`src/rtl/dmem_pkg.sv`:
```
// dmem_pkg: shared types and helpers for the data-memory responder.
//   WORD_W        data word width (64)
//   BYTE_OFF      byte-offset bits inside a doubleword (3)
//   idx_t         word index carried through the write buffer (upper bits
//                 stay zero; only the low log2(DEPTH) bits are used)
//   wb_entry_t    write-buffer entry {index, data}
//   addr_to_index byte address -> word index, wrapped modulo DEPTH
package dmem_pkg;
  localparam int WORD_W    = 64;
  localparam int BYTE_OFF  = 3;
  localparam int IDX_MAX_W = WORD_W - BYTE_OFF;

  typedef logic [IDX_MAX_W-1:0] idx_t;

  typedef struct packed {
    idx_t              index;
    logic [WORD_W-1:0] data;
  } wb_entry_t;

  function automatic idx_t addr_to_index(input logic [WORD_W-1:0] addr,
                                         input int unsigned       idx_w);
    idx_t mask;
    mask = (idx_t'(1) << idx_w) - idx_t'(1);
    return idx_t'(addr >> BYTE_OFF) & mask;
  endfunction
endpackage

```
`src/rtl/dmem_write_buffer.sv`:
```
// dmem_write_buffer: posted-write FIFO with youngest-first lookup.
// Ports:
//   clk, rst          clock, asynchronous active-low reset
//   push, push_entry  enqueue an entry at posedge
//   pop, pop_entry    dequeue the oldest entry at posedge (pop_entry is the
//                     current head, valid whenever count > 0)
//   count             occupancy, 0..WB_DEPTH
//   lookup_index      index to search for
//   hit, hit_data     youngest valid entry matching lookup_index
// Push and pop may happen on the same edge, including when full.
module dmem_write_buffer
  import dmem_pkg::*;
#(
  parameter int  WB_DEPTH = 4,
  localparam int PTR_W    = $clog2(WB_DEPTH),
  localparam int CNT_W    = PTR_W + 1
) (
  input  logic              clk,
  input  logic              rst,
  input  logic              push,
  input  wb_entry_t         push_entry,
  input  logic              pop,
  output wb_entry_t         pop_entry,
  output logic [CNT_W-1:0]  count,
  input  idx_t              lookup_index,
  output logic              hit,
  output logic [WORD_W-1:0] hit_data
);

  wb_entry_t        entries [WB_DEPTH];
  logic [PTR_W-1:0] rd_ptr;
  logic [PTR_W-1:0] wr_ptr;

  // Entry storage needs no reset: validity is derived from count.
  always_ff @(posedge clk) begin
    if (push) entries[wr_ptr] <= push_entry;
  end

  always_ff @(posedge clk or negedge rst) begin
    if (!rst) begin
      rd_ptr <= '0;
      wr_ptr <= '0;
      count  <= '0;
    end else begin
      if (push) wr_ptr <= wr_ptr + 1'b1;
      if (pop)  rd_ptr <= rd_ptr + 1'b1;
      case ({push, pop})
        2'b10:   count <= count + 1'b1;
        2'b01:   count <= count - 1'b1;
        default: count <= count;
      endcase
    end
  end

  assign pop_entry = entries[rd_ptr];

  // Walk oldest to youngest so the last match wins.
  always_comb begin
    logic [PTR_W-1:0] pos;
    hit      = 1'b0;
    hit_data = '0;
    pos      = '0;
    for (int k = 0; k < WB_DEPTH; k++) begin
      pos = rd_ptr + PTR_W'(k);
      if ((CNT_W'(k) < count) && (entries[pos].index == lookup_index)) begin
        hit      = 1'b1;
        hit_data = entries[pos].data;
      end
    end
  end

endmodule

```
`src/rtl/dmem_responder.sv`:
```
// dmem_responder: zero-latency data memory with a posted write buffer.
// Optional build macro: DMEM_STATS_EN adds rd_cnt/wr_cnt/fwd_cnt counters.
// Ports:
//   clk, rst        clock, asynchronous active-low reset
//   memAddr         byte address (index = memAddr[log2(DEPTH)+2:3])
//   memWriteData    store data
//   MemWrite        store strobe, sampled at posedge
//   MemRead         load strobe
//   memReadData     combinational load data (buffer forwarding, then array)
//   flush           drain request
//   wb_count        write-buffer occupancy
//   wb_empty        wb_count == 0
//   mem_misaligned  sticky misaligned-access flag
//   proto_err       sticky MemRead && MemWrite flag
//   rd_cnt, wr_cnt, fwd_cnt  (DMEM_STATS_EN only) access counters
module dmem_responder
  import dmem_pkg::*;
#(
  parameter int  DEPTH    = 32,
  parameter int  WB_DEPTH = 4,
  localparam int IDX_W    = $clog2(DEPTH),
  localparam int CNT_W    = $clog2(WB_DEPTH) + 1
) (
  input  logic              clk,
  input  logic              rst,
  input  logic [WORD_W-1:0] memAddr,
  input  logic [WORD_W-1:0] memWriteData,
  input  logic              MemWrite,
  input  logic              MemRead,
  output logic [WORD_W-1:0] memReadData,
  input  logic              flush,
  output logic [CNT_W-1:0]  wb_count,
  output logic              wb_empty,
  output logic              mem_misaligned,
  output logic              proto_err
`ifdef DMEM_STATS_EN
  ,
  output logic [31:0]       rd_cnt,
  output logic [31:0]       wr_cnt,
  output logic [31:0]       fwd_cnt
`endif
);

  logic [WORD_W-1:0] mem_array [DEPTH];

  idx_t              index;
  logic              aligned;
  logic              push;
  logic              pop;
  logic              full;
  logic              bad_access;
  logic              hit;
  logic [WORD_W-1:0] hit_data;
  wb_entry_t         push_entry;
  wb_entry_t         pop_entry;

  assign index      = addr_to_index(memAddr, IDX_W);
  assign aligned    = (memAddr[BYTE_OFF-1:0] == '0);
  assign push       = MemWrite && aligned;
  assign full       = (wb_count == CNT_W'(WB_DEPTH));
  assign bad_access = ((MemRead || MemWrite) && !aligned) || (MemRead && MemWrite);
  assign push_entry = '{index: index, data: memWriteData};
  assign wb_empty   = (wb_count == '0);

  // Normal drain: no read in progress and either flushing or full.
  // A simultaneous read+write on a full buffer returns 0 rather than array
  // data, so the head is retired anyway to keep the posted write lossless.
  assign pop = (wb_count != '0) &&
               ((!MemRead && (flush || full)) || (full && push));

  dmem_write_buffer #(.WB_DEPTH(WB_DEPTH)) u_wb (
    .clk          (clk),
    .rst          (rst),
    .push         (push),
    .push_entry   (push_entry),
    .pop          (pop),
    .pop_entry    (pop_entry),
    .count        (wb_count),
    .lookup_index (index),
    .hit          (hit),
    .hit_data     (hit_data)
  );

  always_comb begin
    memReadData = hit ? hit_data : mem_array[index[IDX_W-1:0]];
    if (bad_access) memReadData = '0;
  end

  always_ff @(posedge clk or negedge rst) begin
    if (!rst) begin
      for (int i = 0; i < DEPTH; i++) mem_array[i] <= '0;
    end else if (pop) begin
      mem_array[pop_entry.index[IDX_W-1:0]] <= pop_entry.data;
    end
  end

  always_ff @(posedge clk or negedge rst) begin
    if (!rst) begin
      mem_misaligned <= 1'b0;
      proto_err      <= 1'b0;
    end else begin
      if ((MemRead || MemWrite) && !aligned) mem_misaligned <= 1'b1;
      if (MemRead && MemWrite)               proto_err      <= 1'b1;
    end
  end

`ifdef DMEM_STATS_EN
  logic rd_ok;
  assign rd_ok = MemRead && !MemWrite && aligned;

  always_ff @(posedge clk or negedge rst) begin
    if (!rst) begin
      rd_cnt  <= '0;
      wr_cnt  <= '0;
      fwd_cnt <= '0;
    end else begin
      if (rd_ok)        rd_cnt  <= rd_cnt + 1'b1;
      if (push)         wr_cnt  <= wr_cnt + 1'b1;
      if (rd_ok && hit) fwd_cnt <= fwd_cnt + 1'b1;
    end
  end
`endif

endmodule

```
`config.mk`:
```
export PLATFORM = sky130hd
export DESIGN_NAME = dmem_responder
export DESIGN_NICKNAME = d
export VERILOG_FILES = /design/src/rtl/dmem_pkg.sv /design/src/rtl/dmem_write_buffer.sv /design/src/rtl/dmem_responder.sv
export SDC_FILE = /design/constraint.sdc
export NUM_CORES = 2
export LEC_CHECK = 0
export CORE_MARGIN = 8
export CORE_UTILIZATION = 45
export CTS_CLUSTER_DIAMETER = 50
export DETAILED_ROUTE_END_ITERATION = 7
export PLACE_DENSITY = 0.71
export SLEW_MARGIN = 30
export SYNTH_ARGS = -nofsm -noshare
export SYNTH_HDL_FRONTEND = slang
export SYNTH_SLANG_ARGS = --single-unit
```
`constraint.sdc`:
```
create_clock -name clk -period 15.5 [get_ports clk]
set_input_delay 3.875 -clock clk [delete_from_list [all_inputs] [get_ports clk]]
set_output_delay 3.875 -clock clk [all_outputs]
set_load 0.05 [all_outputs]
```
==> impl_results.md <==
- Hold path startpoint: mem_misaligned$_DFFE_PN0P_
- Status: complete, no violations
- Row cnt: between 150 and 200
- Mapped Cells: approximately 8600
- Synth Area in Simple Gates: 0.0602
- Initial cell density of the core: 0.452
- Vias per Instance: 6.25
- Yosys cell types: 56
- Yosys top cell by area: dfrtp_1
- Wire per inst: approximately 27 um
- Sequential share of power: 0.422
- Switch share: 0.344
- Worst Path Required: 11.62 ns
- Clk_lat worst skew: around 0.9 ns
- Synth top area cells: dfrtp_1 (47%), mux4_2 (14%), mux2_2 (9.6%), edfxtp_1 (7.6%), o21ai_0 (5.9%)
- Cells on worst reg2reg path: 8
- Max Fclk: roughly 80 MHz
- Worst-path clk slew: about 0.06 ns
- Fill count: ~20000
- Top-level I/O count: approximately 200
- Critical path origin: memAddr[4]
- H-tree levels: 4
- CP endpoint kind: output pin
- Top-area cell type share of the netlist area: 0.473
- P_int: approximately 15000 uW
- Part of the cycle the worst path needs: 0.811
- Final hold vios: 0
- Ys flop type: dfrtp_1
- Max IR drop VDD: ~0.15 mV
- Slew Viols, Final: 0
- YS warnings: 0
- Post-route setup TNS: 0 ns
- FFs w/ async S/R, synth: 0.882
- Crit start category: input pin
- FF-to-FF Start: u_wb.rd_ptr[0]$_DFFE_PN0P_
- WL final: about 310 mm
- Max-Slew Margin vs Limit: 0.297
- DRC: 0
- Finished Layout Cells: between 10000 and 15000
- WHS: roughly 0.47 ns
- DR vias: 72696
- DPL Wire Length: about 180 mm
- Clock share of power: 0.261
- Global-route wire length before repair: ~480 mm
- Clock Tree Buf Depth: 3
- Core Region: 241000 um2
- Worst hold path endpoint: mem_misaligned$_DFFE_PN0P_
- EDFF count, synth: 276
- Pre-antenna DRT Iters: 6
- Post-route ant nets: 0
- Worst hold path class: register to register
- Cts bufs inserted: between 200 and 250
- P_leak: between 0.05 and 0.06 uW
- Vias in the first global route: between 70000 and 80000
- Worst-Margin Slew: around 1.1 ns
- #FFs+latches synth: around 2300
- Syn nets: just under 9000
- Leading cell types by count after synthesis: dfrtp_1 (2057), nand2_1 (1542), o21ai_0 (1276)
- Area delta synth->final: 10.8%
- Die ar.: 258000 um2
- Die Y: slightly above 500 um
- Placer Congestion: a little under 0.8
- Worst hold path depth: 1
- Largest net degree at the start of global routing: about 200
- Synthesized area: 109000 um2
- Layout cell share with drive strength beyond 1: 0.268
- Post-synthesis mux area share: 0.248
- Cts hold-fix bufs: 0
- Clk_skew: around 0.045 ns
- Reg-to-Reg End: mem_array[375]$_DFFE_PN0P_
- Most common cell in the netlist: dfrtp_1
- RSZ-0062 raised after global routing: false
- Nets: around 8400
- Comb power frac: 0.317
- Setup Crit Path Kind: input pin to output pin
- Largest family of logic cells by synthesized area: multiplexers
- Post-Synth XOR/XNOR Area: 0.00209
- Port bufs: between 100 and 150
- Dpl ws: 2.84 ns
- Resized cells post-CTS: 0
- Total GRT Usage: 0.241
- Clk sink count: between 2000 and 2500
- Setup slack after layout: approximately 3 ns
- Max-Cap Viols: 0
- Setup Viol. Count Final: 0
- Antenna violations before repair: 27
- Die Width: slightly above 500 um
- P per Cell Area: 188 nW/um2
- # placed instances: about 11000
- Post-Synth Adder-Cell Area: 0.00113
- CTS root buffer: clkbuf_16
- CTS tree: done
- Post-synthesis compound-gate area fraction: 0.100
- Grt total ovfl: 0
- Seq/Total Area, Yosys: 0.549
- Reg2reg setup slack: 9.38 ns
- Critical Path Fanout Max: slightly above 70
- Final worst path period need: ~13 ns
- Switch Pwr: just under 8000 uW
- Initial drt markers: roughly 7300
- Post-CTS setup repair buffer count: 0
- Final Util: 0.501
- Mean Syn Cell Area: ~13 um2
- Arr. time, crit path: 8.70 ns
-- how the worst max path moves through the flow --
stage / cells past startpoint / end / slack (ns)
after floorplan: 8 / memReadData[0] / 5.06
after global placement: 8 / memReadData[40] / 2.70
after detailed placement: 10 / memReadData[56] / 2.84
after CTS: 10 / memReadData[56] / 2.85
after global routing: 9 / memReadData[47] / 2.91
final: 9 / memReadData[47] / 2.93
-- metal layers --
| metal | up-vias | share of wire | wire (um) | track usage |
|---|---|---|---|---|
| li1 | 30700 | - | - | - |
| met1 | 37537 | 0.38 | 119000 | 0.307 |
| met2 | 3531 | 0.48 | 150000 | 0.394 |
| met3 | 924 | 0.088 | 27600 | 0.0477 |
| met4 | 4 | 0.056 | 17700 | 0.122 |
| met5 | - | 0.000086 | 27 | 0 |
-- cell families after synthesis --
| kind of cell | after synthesis |
|---|---|
| adder cells (fa/ha/maj) | 10 |
| multiplexers | 1754 |
| AO/OA/AOI/OAI | 1867 |
| AND/OR/NAND/NOR | 1669 |
| buffers and inverters | 920 |
| flip-flops | 2333 |
| XOR/XNOR | 26 |
-- area by class of cell --
type                            count  area (um2)  share of cell area
Sequential cell                  2333       59800               0.496
Multi-Input combinational cell   5326       45100               0.374
Clock buffer                      327        6920              0.0573
Tap cell                         3185        3990              0.0330
Timing Repair Buffer              348        3520              0.0292
Clock inverter                     99        1240              0.0103
Inverter                            8        37.5            0.000311
Antenna cell                       13        32.5            0.000270
-- stage by stage --
step / total power (uW) / instance area [um2]
5_1_grt: 23800 / 121000
6_report: 22600 / 121000
2_1_floorplan: 14400 / 109000
3_3_place_gp: 16200 / 112000
3_5_place_dp: 16700 / 112000
4_1_cts: 22600 / 120000
-- power groups by stage --
stage               logic, uW  clock network, uW  registers, uW
floorplan                5240                  0           9190
global placement         6760                  0           9410
detailed placement       7070                  0           9620
CTS                      7110               5970           9520
global route             7760               6210           9800
finish                   7180               5910           9550
-- registers in the layout (all words and copies together) (netlist names) --
name / count
u_wb.wr_ptr: 2
mem_misaligned: 1
u_wb.count: 3
proto_err: 1
u_wb.entries: 276
mem_array: 2048
u_wb.rd_ptr: 2
-- placed cells by master, fill, tap and decap left out, types with 65 or more instances in the layout --
master           count
nand2_1           1542
o21ai_0           1219
clkbuf_16          242
buf_4              153
mux4_2             660
mux2_2             927
dfrtp_1           2055
mux2i_1            131
nand3_1             65
edfxtp_1           276
o21ai_1            167
clkdlybuf4s50_1    140
-- critical path, stage by stage --
cell and delay [ns]:
buf_8 0.50, buf_4 0.83, buf_4 0.66, mux4_2 0.42
mux4_2 0.51, mux2_2 0.30, o41ai_1 0.52, a31oi_1 0.14
clkdlybuf4s50_1 0.78
Power figures use the tool's default switching activity.
